[src/rtl/serial_adder_ctrl.sv]
// Bit-serial adder: one shared full-adder cell, LSB first, registered carry; optional SERIAL_ADD_OVERFLOW_EN adds a signed-overflow output.
// Latency: start accepted at edge k -> done pulse in the cycle after edge k+WIDTH; one result per WIDTH+1 cycles.
// Backpressure: start is ignored while busy; a start in the DONE cycle is taken back-to-back.
module serial_adder_ctrl #(
    parameter int WIDTH = 8
) (
    input  logic             clk,
    input  logic             reset,
    input  logic             start,
    input  logic [WIDTH-1:0] a,
    input  logic [WIDTH-1:0] b,
    input  logic             carry_in,
    output logic             busy,
    output logic             done,
    output logic [WIDTH-1:0] sum,
    output logic             carry_out
`ifdef SERIAL_ADD_OVERFLOW_EN
    ,
    output logic             overflow
`endif
);

    localparam int CW = $clog2(WIDTH) + 1;

    typedef enum logic [1:0] {IDLE, ADD, DONE} state_t;

    state_t           state, state_nxt;
    logic [WIDTH-1:0] shift_a, shift_b, shift_s, shift_s_nxt;
    logic             carry_q;
    logic [CW-1:0]    bit_cnt;
    logic             accept, last_bit, s_bit, c_bit;

    assign s_bit    = shift_a[0] ^ shift_b[0] ^ carry_q;
    assign c_bit    = (shift_a[0] & shift_b[0]) | (carry_q & (shift_a[0] ^ shift_b[0]));
    assign last_bit = (bit_cnt == CW'(WIDTH - 1));

    // Result bits enter at the MSB so the LSB lands at bit 0 after WIDTH steps.
    generate
        if (WIDTH == 1) begin : g_w1
            assign shift_s_nxt = s_bit;
        end else begin : g_wn
            assign shift_s_nxt = {s_bit, shift_s[WIDTH-1:1]};
        end
    endgenerate

    always_ff @(posedge clk) begin
        if (reset) begin
            state <= IDLE;
        end else begin
            state <= state_nxt;
        end
    end

    always_comb begin
        state_nxt = state;
        busy      = 1'b0;
        done      = 1'b0;
        accept    = 1'b0;
        case (state)
            IDLE: begin
                accept = start;
                if (start) begin
                    state_nxt = ADD;
                end
            end
            ADD: begin
                busy = 1'b1;
                if (last_bit) begin
                    state_nxt = DONE;
                end
            end
            DONE: begin
                done      = 1'b1;
                accept    = start;
                state_nxt = start ? ADD : IDLE;
            end
            default: state_nxt = IDLE;
        endcase
    end

    always_ff @(posedge clk) begin
        if (reset) begin
            shift_a   <= '0;
            shift_b   <= '0;
            shift_s   <= '0;
            carry_q   <= 1'b0;
            bit_cnt   <= '0;
            sum       <= '0;
            carry_out <= 1'b0;
`ifdef SERIAL_ADD_OVERFLOW_EN
            overflow  <= 1'b0;
`endif
        end else if (accept) begin
            shift_a <= a;
            shift_b <= b;
            carry_q <= carry_in;
            bit_cnt <= '0;
        end else if (busy) begin
            shift_a <= shift_a >> 1;
            shift_b <= shift_b >> 1;
            shift_s <= shift_s_nxt;
            carry_q <= c_bit;
            bit_cnt <= bit_cnt + CW'(1);
            // Outputs update only here, so they never show a partial result.
            if (last_bit) begin
                sum       <= shift_s_nxt;
                carry_out <= c_bit;
`ifdef SERIAL_ADD_OVERFLOW_EN
                overflow  <= carry_q ^ c_bit;
`endif
            end
        end
    end

endmodule

[config.mk]
export PLATFORM = sky130hd
export DESIGN_NAME = serial_adder_ctrl
export DESIGN_NICKNAME = d
export VERILOG_FILES = /design/src/rtl/serial_adder_ctrl.sv
export SDC_FILE = /design/constraint.sdc
export NUM_CORES = 1
export LEC_CHECK = 0
export BUFFER_PORTS_ARGS = -buffer_cell sky130_fd_sc_hd__buf_2
export CELL_PAD_IN_SITES_DETAIL_PLACEMENT = 1
export CELL_PAD_IN_SITES_GLOBAL_PLACEMENT = 2
export CORE_MARGIN = 2
export CORE_UTILIZATION = 36
export CTS_BUF_LIST = sky130_fd_sc_hd__clkbuf_8
export CTS_CLUSTER_DIAMETER = 120
export DETAILED_ROUTE_END_ITERATION = 12
export MAX_ROUTING_LAYER = met4
export PLACE_DENSITY_LB_ADDON = 0.15
export SKIP_LAST_GASP = 1
export SLEW_MARGIN = 25
export SYNTH_ARGS = -nofsm -noshare
export SYNTH_HDL_FRONTEND = slang
export SYNTH_SLANG_ARGS = --single-unit
[constraint.sdc]
create_clock -name clk -period 2.1 [get_ports clk]
set_input_delay 0.105 -clock clk [delete_from_list [all_inputs] [get_ports clk]]
set_output_delay 0.105 -clock clk [all_outputs]
set_load 0.05 [all_outputs]
==> flow_summary.ini, run 1 <==
[run_status]
status = finished, final reports clean

[timing]
min_period_ns = 1.90
period_share_pct = 90.6
worstMarginPinSlew_ns = 0.764
finalSetupTns_ns = 0
hold_viol = 0
finClkSkew_ns = 0.00802
setup_viol = 0
relSlewSlack_pct = 49.0
grt_setup_unrepaired = no
max_freq_ghz = 0.525
drv_slew = 0

[clocking]
cts_buffer_depth = 2
cts.clk_slew.worst_paths_ns = 0.08
cts_tree = built
post-cts-setup-buffers = 0
cts_inserted_buffers = 5
postCtsHoldBufs = 0
cts_root_buffer = clkbuf_8
insertion_delay_ns = 0.29
cts_sinks = 39
htree_levels = 2
cts_resized = 0

[power_and_ir_drop]
power_uw = 1600
intPower_uw = 1220
pwr-share-seq_pct = 49.6
vdd_drop_max_mv = 0.343
power_switching_share_pct = 23.7
power_density_mw_per_mm2 = 844
combPwrFrac_pct = 10.1
p_leak_uw = 0.000715
p_sw_uw = 380
clkPwrFrac_pct = 40.3

[floorplanning]
dieWidth_um = 71.2
dieArea_mm2 = 0.00507
row_count = 24
chipHeight_um = 71.2
start_util_pct = 37.3
io_pins = 31
core_area_mm2 = 0.00435

[detailed_routing]
vias = 1345
finalWirelength_um = 3530
antenna_left = 0
via_per_inst = 5.19
dr.pass1.iters = 4
wl_per_cell_um = 13.6
drc = 0
drt_iter0_drc = 60

[min_path]
hold_class = in2reg
min-delay-start = a[7]

[critical_path]
crit_start = state[0]
cp_max_fo = 27
cp.required_ns = 2.00
end_kind = output port
startpoint_type = flop
path_class = reg2out
crit_arrival_ns = 1.80
worstReg2RegStart = state[0]

[global_route]
grt_pass1_wl_um = 6240
grt_pass1_vias = 1385
antenna_found_initial = 0
grt_usage_pct = 16.2
grt_max_degree = 49
grt-ovfl-total = 0

[finish]
final_common_cell = dfxtp_1
fillers = 511
drive_gt1_share_pct = 20.8
area_delta_synth_final_pct = 16.7
mostFrequentLayoutCells = dfxtp_1, buf_2, nand2_1, nand2b_1, nor3_1
antenna_cells = 0
layout.nets = 228

[logic_synthesis]
avgSynthCellArea_um2 = 8.98
yosys_warnings = 0
synth_area_leaders = dfxtp_1, nand2b_1, mux2i_1
synth_mux_area_share_pct = 6.77
syn_area_mm2 = 0.00163
synth_compound_area_share_pct = 11.9
synth_xor_area_share_pct = 1.08
ys_types = 26
synthAdderAreaFrac_pct = 2.00
syn-num-nets = 203
synth_cells = 181
synth_top_family_by_area = simple AND/OR/NAND/NOR gates
synth_area_leader_cell = dfxtp_1
ys_seq_area_share_pct = 48.0
netlist.area_leader.share_pct = 48.0
synthArstFlopShare_pct = 0
synth-simple-area-share_pct = 25.3
synthFlopType = dfxtp_1
synth_edf_count = 0
ys_ff_latch = 39

[placed_design]
dp_hpwl_um = 2410
port_buffers = 30
place_congestion = 0.730

[flow_run]
max_cap_violations = 0
-- stage by stage --
step / worst slack (ns) / hold slack, ns / cells / util (%) / area [µm²]
final: 0.196 / 0.0575 / 259 / 43.6 / 1900
after global routing: 0.0211 / 0.0746 / 259 / 43.6 / 1900
after CTS: 0.158 / 0.0536 / 259 / 43.6 / 1900
after detailed placement: 0.426 / 0.374 / 251 / 40.9 / 1780
after global placement: 0.546 / 0.361 / 251 / 40.9 / 1780
after floorplan: 0.823 / 0.241 / 181 / - / 1630
-- flip-flops by register name, summed over array words and instances, names as in the netlist --
name,count
carry_out,1
shift_s,7
shift_b,8
carry_q,1
sum,8
shift_a,8
bit_cnt,4
state,2
-- synth_stat cells, drive strengths merged, types with 2 or more instances --
master  number
a21oi       12
a22oi        3
a311oi       7
and2b        2
buf          8
clkbuf       6
dfxtp       39
mux2i       11
nand2       29
nand2b      20
nand3        5
nand3b       2
nor2         9
nor3        15
o22ai        5
-- power by group through the flow --
stage | Sequential (µW) | Clock, µW | Combinational, µW
floorplan | 806 | 0 | 128
detailed placement | 812 | 0 | 165
global placement | 811 | 0 | 159
global route | 800 | 692 | 184
finish | 795 | 645 | 161
CTS | 795 | 669 | 165
-- cell families (layout without fill, tap and decap cells) --
kind of cell / Yosys count / count (layout)
simple gates: 83 / 83
flops: 39 / 39
compound gates: 29 / 29
buf+inv: 15 / 41
mux: 11 / 11
fa+ha+maj: 2 / 2
xor+xnor: 2 / 2
-- final timing paths --
kind	to	slack, ns	depth (start not counted)
worst max-delay path	busy	0.20	3
worst min register to register	shift_s[1]	0.46	2
worst max register to register	shift_a[4]	0.44	4
worst min-delay path	shift_a[7]	0.06	3
-- area by class of cell --
class / instances / area, µm² / share of cell area [%]
flip-flops and latches: 39 / 781 / 41.2
multi-input cells: 127 / 764 / 40.3
repair buffers: 32 / 165 / 8.71
clock buffers: 6 / 82.6 / 4.35
well taps: 52 / 65.1 / 3.43
clock inverters: 2 / 35.0 / 1.85
inverters: 1 / 3.75 / 0.198
-- worst max-delay path, cell delays in order, from the launching register on --
cell,delay (ns)
dfxtp_1,0.39
nand2b_1,0.28
inv_2,0.47
buf_2,0.35
-- metal layers --
| layer | global-route usage [%] | routed length [µm] |
|---|---|---|
| met1 | 18.0 | 1600 |
| met3 | 4.27 | 136 |
| met5 | - | 0 |
| met2 | 27.5 | 1740 |
| met4 | 6.92 | 58 |
(Power assumes the default switching activity.)
==> run 2, diff against run 1 <==
HOLD_SLACK_MARGIN = 0.08   (was default)
MAX_ROUTING_LAYER = default   (was met4)
RECOVER_POWER = 100   (was default)
==> flow_summary.ini, run 2 (synthesis results as in run 1) <==
[timing]
hold_viol = 0
worstMarginPinSlew_ns = 0.928
fin_ws_ns = 0.235
setup_viol = 0
finClkSkew_ns = 0.00820
grt_setup_unrepaired = no
drv_slew = 0
relSlewSlack_pct = 37.9
period_share_pct = 88.8
max_freq_ghz = 0.536
min_period_ns = 1.86
finalSetupTns_ns = 0

[finish]
final_common_cell = dfxtp_1
drive_gt1_share_pct = 15.3
reg_top3 = shift_a: 8 flops, shift_b: 8 flops, sum: 8 flops
fin_util_pct = 43.6
area_delta_synth_final_pct = 16.7
antenna_cells = 0
fin_cells = 261
mostFrequentLayoutCells = dfxtp_1, nand2_1, nand2b_1, buf_2, nor3_1
layout.nets = 230

[critical_path]
startpoint_type = flop
reg2reg_slack_ns = 0.31
cp_max_fo = 27
end_kind = output port
ff2ff_path_depth = 3
crit_arrival_ns = 1.76
path_class = reg2out
cp.required_ns = 2.00

[global_route]
grt_pass1_vias = 1385
grt_max_degree = 49
grt_usage_pct = 15.8
grt_pass1_wl_um = 6240
grt-ovfl-total = 0
antenna_found_initial = 0

[power_and_ir_drop]
p_leak_uw = 0.000679
power_density_mw_per_mm2 = 845
power_uw = 1600
vdd_drop_max_mv = 0.343

[detailed_routing]
finalWirelength_um = 3530
antenna_left = 0
vias = 1355
via_per_inst = 5.19
wl_per_cell_um = 13.5
dr.pass1.iters = 4
drt_iter0_drc = 66
drc = 0

[clocking]
cts.clk_slew.worst_paths_ns = 0.08
cts_root_buffer = clkbuf_8
cts_buffer_depth = 2
cts_sinks = 39
cts_inserted_buffers = 5
insertion_delay_ns = 0.29
htree_levels = 2
cts_tree = built
post-cts-setup-buffers = 0

[floorplanning]
chipHeight_um = 71.2
dieWidth_um = 71.2
io_pins = 31
dieArea_mm2 = 0.00507
start_util_pct = 37.3
row_count = 24
core_area_mm2 = 0.00435

[min_path]
hold_class = in2reg
hold_depth = 3

[placed_design]
place_worst_setup_slack_ns = 0.426
place_congestion = 0.721
dpl.cell_count = 251
port_buffers = 30
dp_hpwl_um = 2410

[flow_run]
max_cap_violations = 0

[run_status]
status = finished, final reports clean
## run 2: cell count changes in the layout (fill, tap and decap cells not counted), sizes merged
| cell | delta |
|---|---|
| dlygate4sd3 | +2 |
| buf | -11 |
| clkbuf | +11 |
## run 2: where the power goes
group          leakage, µW  internal (µW)  switching, µW
sequential        0.000318            774           21.1
clock            0.0000612            384            260
combinational     0.000299           65.8           97.5
total             0.000679           1220            379
## run 2: per-stage QoR
stage                     instance area (µm²)  hold WS [ns]
after floorplan                          1630         0.241
after global placement                   1780         0.361
after detailed placement                 1780         0.374
after CTS                                1920        0.0900
after global routing                     1900         0.110
final                                    1900        0.0999
## run 2: worst paths after layout
| check | from | end |
|---|---|---|
| worst max-delay path | state[0] | busy |
| worst min-delay path | a[6] | shift_a[6] |
| worst max register to register | state[0] | sum[0] |
| worst min register to register | shift_s[1] | shift_s[1] |
## run 2: per-layer routing
layer  part of all wire [%]  wire length [µm]  GRT usage (%)  vias to the layer above
met1                     45              1590           17.8                      645
li1                       -                 -              -                      673
met4                    1.6                58           6.92                        0
met3                    4.8               168           4.56                        6
met5                      0                 0              0                        -
met2                     48              1710           27.5                       31
## run 2: timing repair
item,in CTS,in global routing
gates resized for setup,0,0
hold buffers,2,0
endpoints found under the hold margin,2,0
## run 2: worst max-delay path, stage by stage (launching register included)
cell	delay, ns
dfxtp_1	0.39
nand2b_1	0.25
inv_2	0.44
clkbuf_2	0.36
## run 2: final cells by class
class	instances	area (µm²)
clock buffer	6	82.6
timing repair buffer	34	173
tap	52	65.1
inverter	1	3.75
multi-input combinational	127	757
clock inverter	2	35.0
fill	513	2460
sequential	39	781
